<file path="src/rtl/score_display_if.sv">
// Score display bus: counter-side score input and board-side display outputs.
interface score_display_if;
  logic [6:0] value_i;
  logic [6:0] seg_o;
  logic [1:0] dig_sel_o;
  logic       busy_o;

  modport master (output value_i, input seg_o, dig_sel_o, busy_o);
  modport slave  (input value_i, output seg_o, dig_sel_o, busy_o);
endinterface

</file>
<file path="src/rtl/score_display.sv">
// Two-digit seven-segment driver: double-dabble BCD conversion plus digit multiplexing.
// Optional LEADING_ZERO_BLANK_EN blanks a zero tens digit for valid scores.
module score_display #(
  parameter int MUX_DIV = 1000
) (
  input logic           clk_i,
  input logic           rst_i,
  score_display_if.slave bus
);

  localparam int CW = (MUX_DIV > 2) ? $clog2(MUX_DIV) : 1;
  localparam logic [CW-1:0] TC = CW'(MUX_DIV - 1);
  localparam logic [6:0] DASH = 7'h40;
  localparam logic [6:0] ZERO = 7'h3F;
`ifdef LEADING_ZERO_BLANK_EN
  localparam logic [6:0] TENS_RST = 7'h00;
`else
  localparam logic [6:0] TENS_RST = ZERO;
`endif

  typedef enum logic [1:0] {IDLE, CONV, DONE} state_t;

  state_t        state, state_d;
  logic [6:0]    last_q, last_d;
  logic [6:0]    shreg, shreg_d;
  logic [7:0]    bcd, bcd_d, adj;
  logic [2:0]    step, step_d;
  logic [6:0]    tens_q, tens_d, ones_q, ones_d;
  logic [CW-1:0] mux_cnt;
  logic [1:0]    dig_sel;
  logic [6:0]    seg;

  function automatic logic [6:0] seg_of(input logic [3:0] d);
    case (d)
      4'd0:    seg_of = 7'h3F;
      4'd1:    seg_of = 7'h06;
      4'd2:    seg_of = 7'h5B;
      4'd3:    seg_of = 7'h4F;
      4'd4:    seg_of = 7'h66;
      4'd5:    seg_of = 7'h6D;
      4'd6:    seg_of = 7'h7D;
      4'd7:    seg_of = 7'h07;
      4'd8:    seg_of = 7'h7F;
      4'd9:    seg_of = 7'h6F;
      default: seg_of = 7'h00;
    endcase
  endfunction

  always_comb begin
    state_d = state;
    last_d  = last_q;
    shreg_d = shreg;
    bcd_d   = bcd;
    step_d  = step;
    tens_d  = tens_q;
    ones_d  = ones_q;
    adj[3:0] = (bcd[3:0] >= 4'd5) ? bcd[3:0] + 4'd3 : bcd[3:0];
    adj[7:4] = (bcd[7:4] >= 4'd5) ? bcd[7:4] + 4'd3 : bcd[7:4];
    case (state)
      IDLE: begin
        if (bus.value_i != last_q) begin
          last_d  = bus.value_i;
          shreg_d = bus.value_i;
          bcd_d   = '0;
          step_d  = '0;
          state_d = CONV;
        end
      end
      CONV: begin
        // Adjust-then-shift over the concatenated {bcd, shreg}.
        bcd_d   = {adj[6:0], shreg[6]};
        shreg_d = {shreg[5:0], 1'b0};
        step_d  = step + 3'd1;
        if (step == 3'd6) state_d = DONE;
      end
      DONE: begin
        if (last_q > 7'd99) begin
          tens_d = DASH;
          ones_d = DASH;
        end else begin
          ones_d = seg_of(bcd[3:0]);
`ifdef LEADING_ZERO_BLANK_EN
          tens_d = (bcd[7:4] == 4'd0) ? 7'h00 : seg_of(bcd[7:4]);
`else
          tens_d = seg_of(bcd[7:4]);
`endif
        end
        state_d = IDLE;
      end
      default: state_d = IDLE;
    endcase
  end

  always_ff @(posedge clk_i or posedge rst_i) begin
    if (rst_i) begin
      state  <= IDLE;
      last_q <= '0;
      shreg  <= '0;
      bcd    <= '0;
      step   <= '0;
      tens_q <= TENS_RST;
      ones_q <= ZERO;
    end else begin
      state  <= state_d;
      last_q <= last_d;
      shreg  <= shreg_d;
      bcd    <= bcd_d;
      step   <= step_d;
      tens_q <= tens_d;
      ones_q <= ones_d;
    end
  end

  // Free-running digit mux; seg reloads every edge so register updates show one edge later.
  always_ff @(posedge clk_i or posedge rst_i) begin
    if (rst_i) begin
      mux_cnt <= '0;
      dig_sel <= 2'b01;
      seg     <= ZERO;
    end else if (mux_cnt == TC) begin
      mux_cnt <= '0;
      dig_sel <= ~dig_sel;
      seg     <= dig_sel[0] ? tens_q : ones_q;
    end else begin
      mux_cnt <= mux_cnt + CW'(1);
      seg     <= dig_sel[0] ? ones_q : tens_q;
    end
  end

  assign bus.seg_o     = seg;
  assign bus.dig_sel_o = dig_sel;
  assign bus.busy_o    = (state != IDLE);

endmodule

</file>
<file path="src/flat_wrapper.sv">
// flat-port wrapper written by rule: the top's interface ports become plain ports
module score_display_flat 
#(
  parameter int MUX_DIV = 1000
)
  (clk_i, rst_i, bus_value_i, bus_seg_o, bus_dig_sel_o, bus_busy_o);
  score_display_if bus_i ();
  input logic clk_i;
  input logic rst_i;
  input wire logic [$bits(bus_i.value_i)-1:0] bus_value_i;
  output wire logic [$bits(bus_i.seg_o)-1:0] bus_seg_o;
  output wire logic [$bits(bus_i.dig_sel_o)-1:0] bus_dig_sel_o;
  output wire logic [$bits(bus_i.busy_o)-1:0] bus_busy_o;
  assign bus_i.value_i = bus_value_i;
  assign bus_seg_o = bus_i.seg_o;
  assign bus_dig_sel_o = bus_i.dig_sel_o;
  assign bus_busy_o = bus_i.busy_o;
  score_display #(.MUX_DIV(MUX_DIV)) u_core (.clk_i(clk_i), .rst_i(rst_i), .bus(bus_i));
endmodule
</file>
<file path="config.mk">
export PLATFORM = sky130hd
export DESIGN_NAME = score_display_flat
export DESIGN_NICKNAME = d
export VERILOG_FILES = /design/src/rtl/score_display_if.sv /design/src/rtl/score_display.sv /design/src/flat_wrapper.sv
export SDC_FILE = /design/constraint.sdc
export NUM_CORES = 1
export LEC_CHECK = 0
export ABC_CLOCK_PERIOD_IN_PS = 5750
export CORE_UTILIZATION = 40
export CTS_BUF_LIST = sky130_fd_sc_hd__clkbuf_8
export CTS_CLUSTER_DIAMETER = 40
export DETAILED_ROUTE_END_ITERATION = 12
export MAX_ROUTING_LAYER = met4
export PLACE_DENSITY = 0.57
export SYNTH_ARGS = -nofsm -noshare
export SYNTH_HDL_FRONTEND = slang
export SYNTH_SLANG_ARGS = --single-unit
</file>
<file path="constraint.sdc">
create_clock -name clk_i -period 5.75 [get_ports clk_i]
set_input_delay 1.15 -clock clk_i [delete_from_list [all_inputs] [get_ports clk_i]]
set_output_delay 1.15 -clock clk_i [all_outputs]
set_load 0.1 [all_outputs]
</file>
==> reports/results.tsv, run 1 <==
metric	value	unit
outcome	complete, no violations	
power.leakage	1.62	nW
h-tree-depth	3	
root_buffer	clkbuf_8	
fmaxAchievable	0.263	GHz
p_int	1.19	mW
synth_cells	296	
drt-pass1-iter-count	4	
stdcell_area	0.00355	mm2
critPathMaxFanout	13	
ctsHoldBuffers	0	
worst_clock_skew	0.00915	ns
io_pins	19	
hpwl	4.00	mm
synthesis.nets	320	
numPortBuffers	18	
drc	0	
regArea	0.00153	mm2
fill_cells	677	
grt_setup_unrepaired	false	
grt_pass1_wl	10.2	mm
final_util	48.4	%
layout-drive-gt1-share	15.6	%
synth-main-ff-cell	dfrtp_1	
synth_common_cells	dfrtp_1, nand2_1, dfstp_2	
grt_usage	17.8	%
synth-warning-count	0	
pwr-share-seq	38.5	%
tightest_slew	1.17	ns
end_kind	output pin	
yosys-top-cells-area	dfrtp_1, dfstp_2, ha_1	
antenna_cells	0	
cts_tree	built	
async_reset_ff_share	100	%
vias	2162	
startpoint	u_core.state[1]$_DFFE_PP0P_	
start_kind	register	
cts_resized	0	
clkPwrFrac	18.8	%
antenna_found_initial	0	
p_comb_share	42.7	%
initial_core_util	41.8	%
min_from	u_core.mux_cnt[0]$_DFF_PP0_	
antenna_left	0	
viasPerCell	5.15	
ys_ff_latch	60	
period_minus_slack	3.80	ns
synth_edf_count	0	
grt_max_degree	61	
hold_ws	0.464	ns
cts_buffers	9	
clock_path_buffers	2	
yosysMostFrequentCell	dfrtp_1	
p_per_area	577	mW/mm2
avgSynthCellArea	10.4	um2
setup_violations	0	
gp_congestion	0.871	
dpl_worst_slack	2.32	ns
row_count	31	
yosysSeqAreaShare	49.7	%
period_share	66.1	%
synth_cell_types	48	
cts_sinks	60	
drtIter0Drc	101	
first_global_vias	2117	
die-area	0.00802	mm2
slew_violations	0	
core_area	0.00733	mm2
swShare	42.0	%
die_h	89.6	um
fp.dieW	89.6	um
cap_violations	0	
slew_headroom	21.3	%
vdd_ir_drop_max	0.251	mV
synth_area	0.00307	mm2
finalHoldViolCount	0	
critPathKind	register to output pin	
cp_data_arrival_time	2.65	ns
cts_setup_buffers	0	
clk_pin_slew	0.07	ns
fin_setup_tns	0	ns
wl	5.83	mm
synthToLayoutAreaGrowth	15.6	%
multi_input_area	0.00145	mm2
wl_per_cell	13.9	um
synth_top_cell_by_area	dfrtp_1	
hp-class	register to register	
insertion_delay	0.34	ns
final_nets	340	
grt_overflow	0	
synth_top_area_share	33.5	%
layout_setup_ws	1.95	ns
p_sw	860	uW
regToRegStartpoint	u_core.last_q[2]$_DFFE_PP0P_	
placed_area	0.00334	mm2
required	4.60	ns
[cell usage in the layout (no fill, tap or decap), types with 7 or more instances in the layout]
| cell type | synthesis | final |
|---|---|---|
| dfrtp_1 | 41 | 41 |
| nand2_1 | 35 | 35 |
| dfstp_2 | 19 | 19 |
| clkdlybuf4s50_1 | 0 | 18 |
| nor2_1 | 17 | 17 |
| o21ai_0 | 16 | 16 |
| a21oi_1 | 15 | 15 |
| ha_1 | 15 | 15 |
| inv_1 | 10 | 12 |
| clkbuf_8 | 0 | 12 |
| xor2_1 | 11 | 11 |
| nand3_1 | 11 | 11 |
| nand2b_1 | 10 | 10 |
| mux2_2 | 9 | 9 |
| a21o_1 | 9 | 9 |
| a22o_1 | 7 | 7 |
[metrics by stage]
stage / power [mW] / cells
after floorplan: 1.47 / 296
after global placement: 1.66 / 404
after detailed placement: 1.67 / 404
after CTS: 2.07 / 420
after global routing: 2.21 / 420
final: 2.05 / 420
[state kept, by name, summed over array words and instances, names as in the netlist, 3 cells and up]
register / flops
u_core.mux_cnt: 10
u_core.tens_q: 7
u_core.bcd: 8
u_core.shreg: 7
u_core.last_q: 7
u_core.bus.seg_o: 7
u_core.ones_q: 7
u_core.step: 3
[per-layer routing]
layer / vias up / routed length (um) / part of all wire (%) / track usage (%)
li1: 1083 / - / - / -
met2: 42 / 2710 / 46 / 26.1
met1: 1027 / 2830 / 49 / 22.4
met5: - / 0 / 0 / -
met3: 10 / 190 / 3.3 / 6.46
met4: 0 / 102 / 1.7 / 6.64
[path summary, 6_finish.rpt]
check                                          endpoint  slack, ns  depth (start not counted)
hold / removal              u_core.mux_cnt[0]$_DFF_PP0_       0.46                          1
hold reg to reg             u_core.mux_cnt[0]$_DFF_PP0_       0.46                          1
max in group asynchronous  u_core.ones_q[6]$_DFFE_PP0N_       3.92                          3
setup reg to reg             u_core.step[0]$_DFFE_PP0P_       3.48                          4
min in group asynchronous    u_core.step[2]$_DFFE_PP0P_       1.34                          3
setup / recovery                             bus_busy_o       1.95                          3
[critical path, cell delays in order, from the launching register on]
cell and delay (ns):
dfrtp_1 0.51, nor2_1 0.41, clkinv_1 0.34, clkdlybuf4s50_1 1.05
[power by group through the flow]
stage	sequential, mW	combinational (mW)	clock (mW)
floorplan	0.913	0.560	0
global placement	0.795	0.869	0
detailed placement	0.796	0.879	0
CTS	0.788	0.883	0.400
global route	0.818	0.977	0.418
finish	0.789	0.874	0.384
[cell type report]
| cell class | count | share of cell area (%) |
|---|---|---|
| timing repair buffer | 20 | 5.50 |
| inverter | 12 | 1.27 |
| clock inverter | 4 | 1.16 |
| sequential | 60 | 43.0 |
| clock buffer | 12 | 4.66 |
| multi-input combinational | 213 | 40.9 |
| tap | 99 | 3.49 |
[cells by family after synthesis]
logic type	synth area share (%)
flops	49.7
xor+xnor	5.10
compound gates	15.6
fa+ha+maj	6.12
buf+inv	2.98
simple gates	16.5
mux	3.96
Power figures use the tool's default switching activity.
==> run 2, diff against run 1 <==
--- a/config.mk
+++ b/config.mk
@@ -5,7 +5,7 @@
 export SDC_FILE = /design/constraint.sdc
 export NUM_CORES = 1
 export LEC_CHECK = 0
-export ABC_CLOCK_PERIOD_IN_PS = 5750
+export ABC_CLOCK_PERIOD_IN_PS = 3900
 export CORE_UTILIZATION = 40
 export CTS_BUF_LIST = sky130_fd_sc_hd__clkbuf_8
 export CTS_CLUSTER_DIAMETER = 40
==> constraint.sdc (replaced) <==
create_clock -name clk_i -period 3.9 [get_ports clk_i]
set_input_delay 0.78 -clock clk_i [delete_from_list [all_inputs] [get_ports clk_i]]
set_output_delay 0.78 -clock clk_i [all_outputs]
set_load 0.1 [all_outputs]
==> reports/results.tsv, run 2 (synthesis gave the netlist of run 1 again) <==
metric	value	unit
gp_congestion	0.772	
drt-pass1-iter-count	4	
period_minus_slack	2.82	ns
cts_buffers	9	
tightest_slew	0.961	ns
cts_resized	0	
wl	5.87	mm
fmaxAchievable	0.355	GHz
grt_setup_unrepaired	false	
initial_core_util	41.8	%
fp.dieW	89.6	um
final_util	48.2	%
layout-drive-gt1-share	16.7	%
critPathKind	register to output pin	
p_per_area	846	mW/mm2
hp-class	register to register	
h-tree-depth	3	
io_pins	19	
hpwl	4.03	mm
hold_ws	0.454	ns
antenna_cells	0	
drc	0	
cts_tree	built	
antenna_found_initial	0	
largestRegisters	u_core.mux_cnt (10), u_core.bcd (8)	
placed_cells	406	
grt_overflow	0	
finalHoldViolCount	0	
period_share	72.3	%
slew_headroom	35.7	%
cap_violations	0	
top_register	u_core.mux_cnt	
grt_max_degree	44	
fin_setup_tns	0	ns
vias	2148	
final_nets	342	
grt_pass1_wl	9.91	mm
drtIter0Drc	81	
insertion_delay	0.34	ns
fill_cells	678	
dpl_worst_slack	1.38	ns
row_count	31	
start_kind	register	
die_h	89.6	um
final_common_cell	dfrtp_1	
setup_violations	0	
clk_pin_slew	0.08	ns
wl_per_cell	13.9	um
worst_clock_skew	0.0132	ns
vdd_ir_drop_max	0.402	mV
final_cells	422	
required	3.12	ns
critPathMaxFanout	13	
cp_data_arrival_time	2.04	ns
ctsHoldBuffers	0	
numPortBuffers	18	
root_buffer	clkbuf_8	
first_global_vias	1997	
largest_register_ffs	10	
antenna_left	0	
core_area	0.00733	mm2
clock_path_buffers	2	
slew_violations	0	
viasPerCell	5.09	
power.leakage	1.62	nW
synthToLayoutAreaGrowth	15.3	%
outcome	complete, no violations	
cts_setup_buffers	0	
grt_usage	17.3	%
most-common-layout-cells	dfrtp_1, nand2_1, dfstp_2	
layout_setup_ws	1.08	ns
die-area	0.00802	mm2
rrSetupSlack	1.91	ns
cts_sinks	60	
end_kind	output pin	
==> run 2: critical path, stage by stage (launching register included) <==
cell and delay [ns]:
dfrtp_1 0.54, nor2_1 0.46, clkinv_1 0.36, buf_4 0.33
==> run 2: worst paths after layout <==
kind	startpoint	depth (start not counted)	end
max in group asynchronous	rst_i	3	u_core.tens_q[3]$_DFFE_PP1N_
worst min register to register	u_core.mux_cnt[0]$_DFF_PP0_	1	u_core.mux_cnt[0]$_DFF_PP0_
worst min-delay path	u_core.mux_cnt[0]$_DFF_PP0_	1	u_core.mux_cnt[0]$_DFF_PP0_
worst max register to register	u_core.mux_cnt[3]$_DFF_PP0_	4	u_core.bus.seg_o[6]$_DFF_PP0_
worst max-delay path	u_core.state[1]$_DFFE_PP0P_	3	bus_busy_o
min in group asynchronous	rst_i	2	u_core.shreg[3]$_DFFE_PP0P_
==> run 2: routing by layer <==
layer,part of all wire [%],global-route usage [%]
met1,50,23.3
met2,46,25.1
met3,2.1,2.77
met4,2.2,8.66
met5,0,-
==> run 2: final cells by class <==
cell class | count | area, um2 | share of cell area, %
sequential | 60 | 1530 | 43.1
clock inverter | 7 | 60.1 | 1.70
multi-input combinational | 213 | 1450 | 41.0
clock buffer | 9 | 124 | 3.50
inverter | 12 | 45.0 | 1.27
tap | 99 | 124 | 3.50
timing repair buffer | 22 | 208 | 5.87
==> run 2: through the flow <==
| stage | area [um2] | total power, mW |
|---|---|---|
| finish | 3540 | 2.99 |
| detailed placement | 3350 | 2.48 |
| global placement | 3350 | 2.46 |
| CTS | 3540 | 3.03 |
| floorplan | 3070 | 2.17 |
| global route | 3540 | 3.21 |
==> run 2: where the power goes <==
part           internal [mW]  switching [mW]
Clock                  0.287           0.246
Combinational          0.493           0.798
Sequential             0.922           0.244
Total                   1.70            1.29
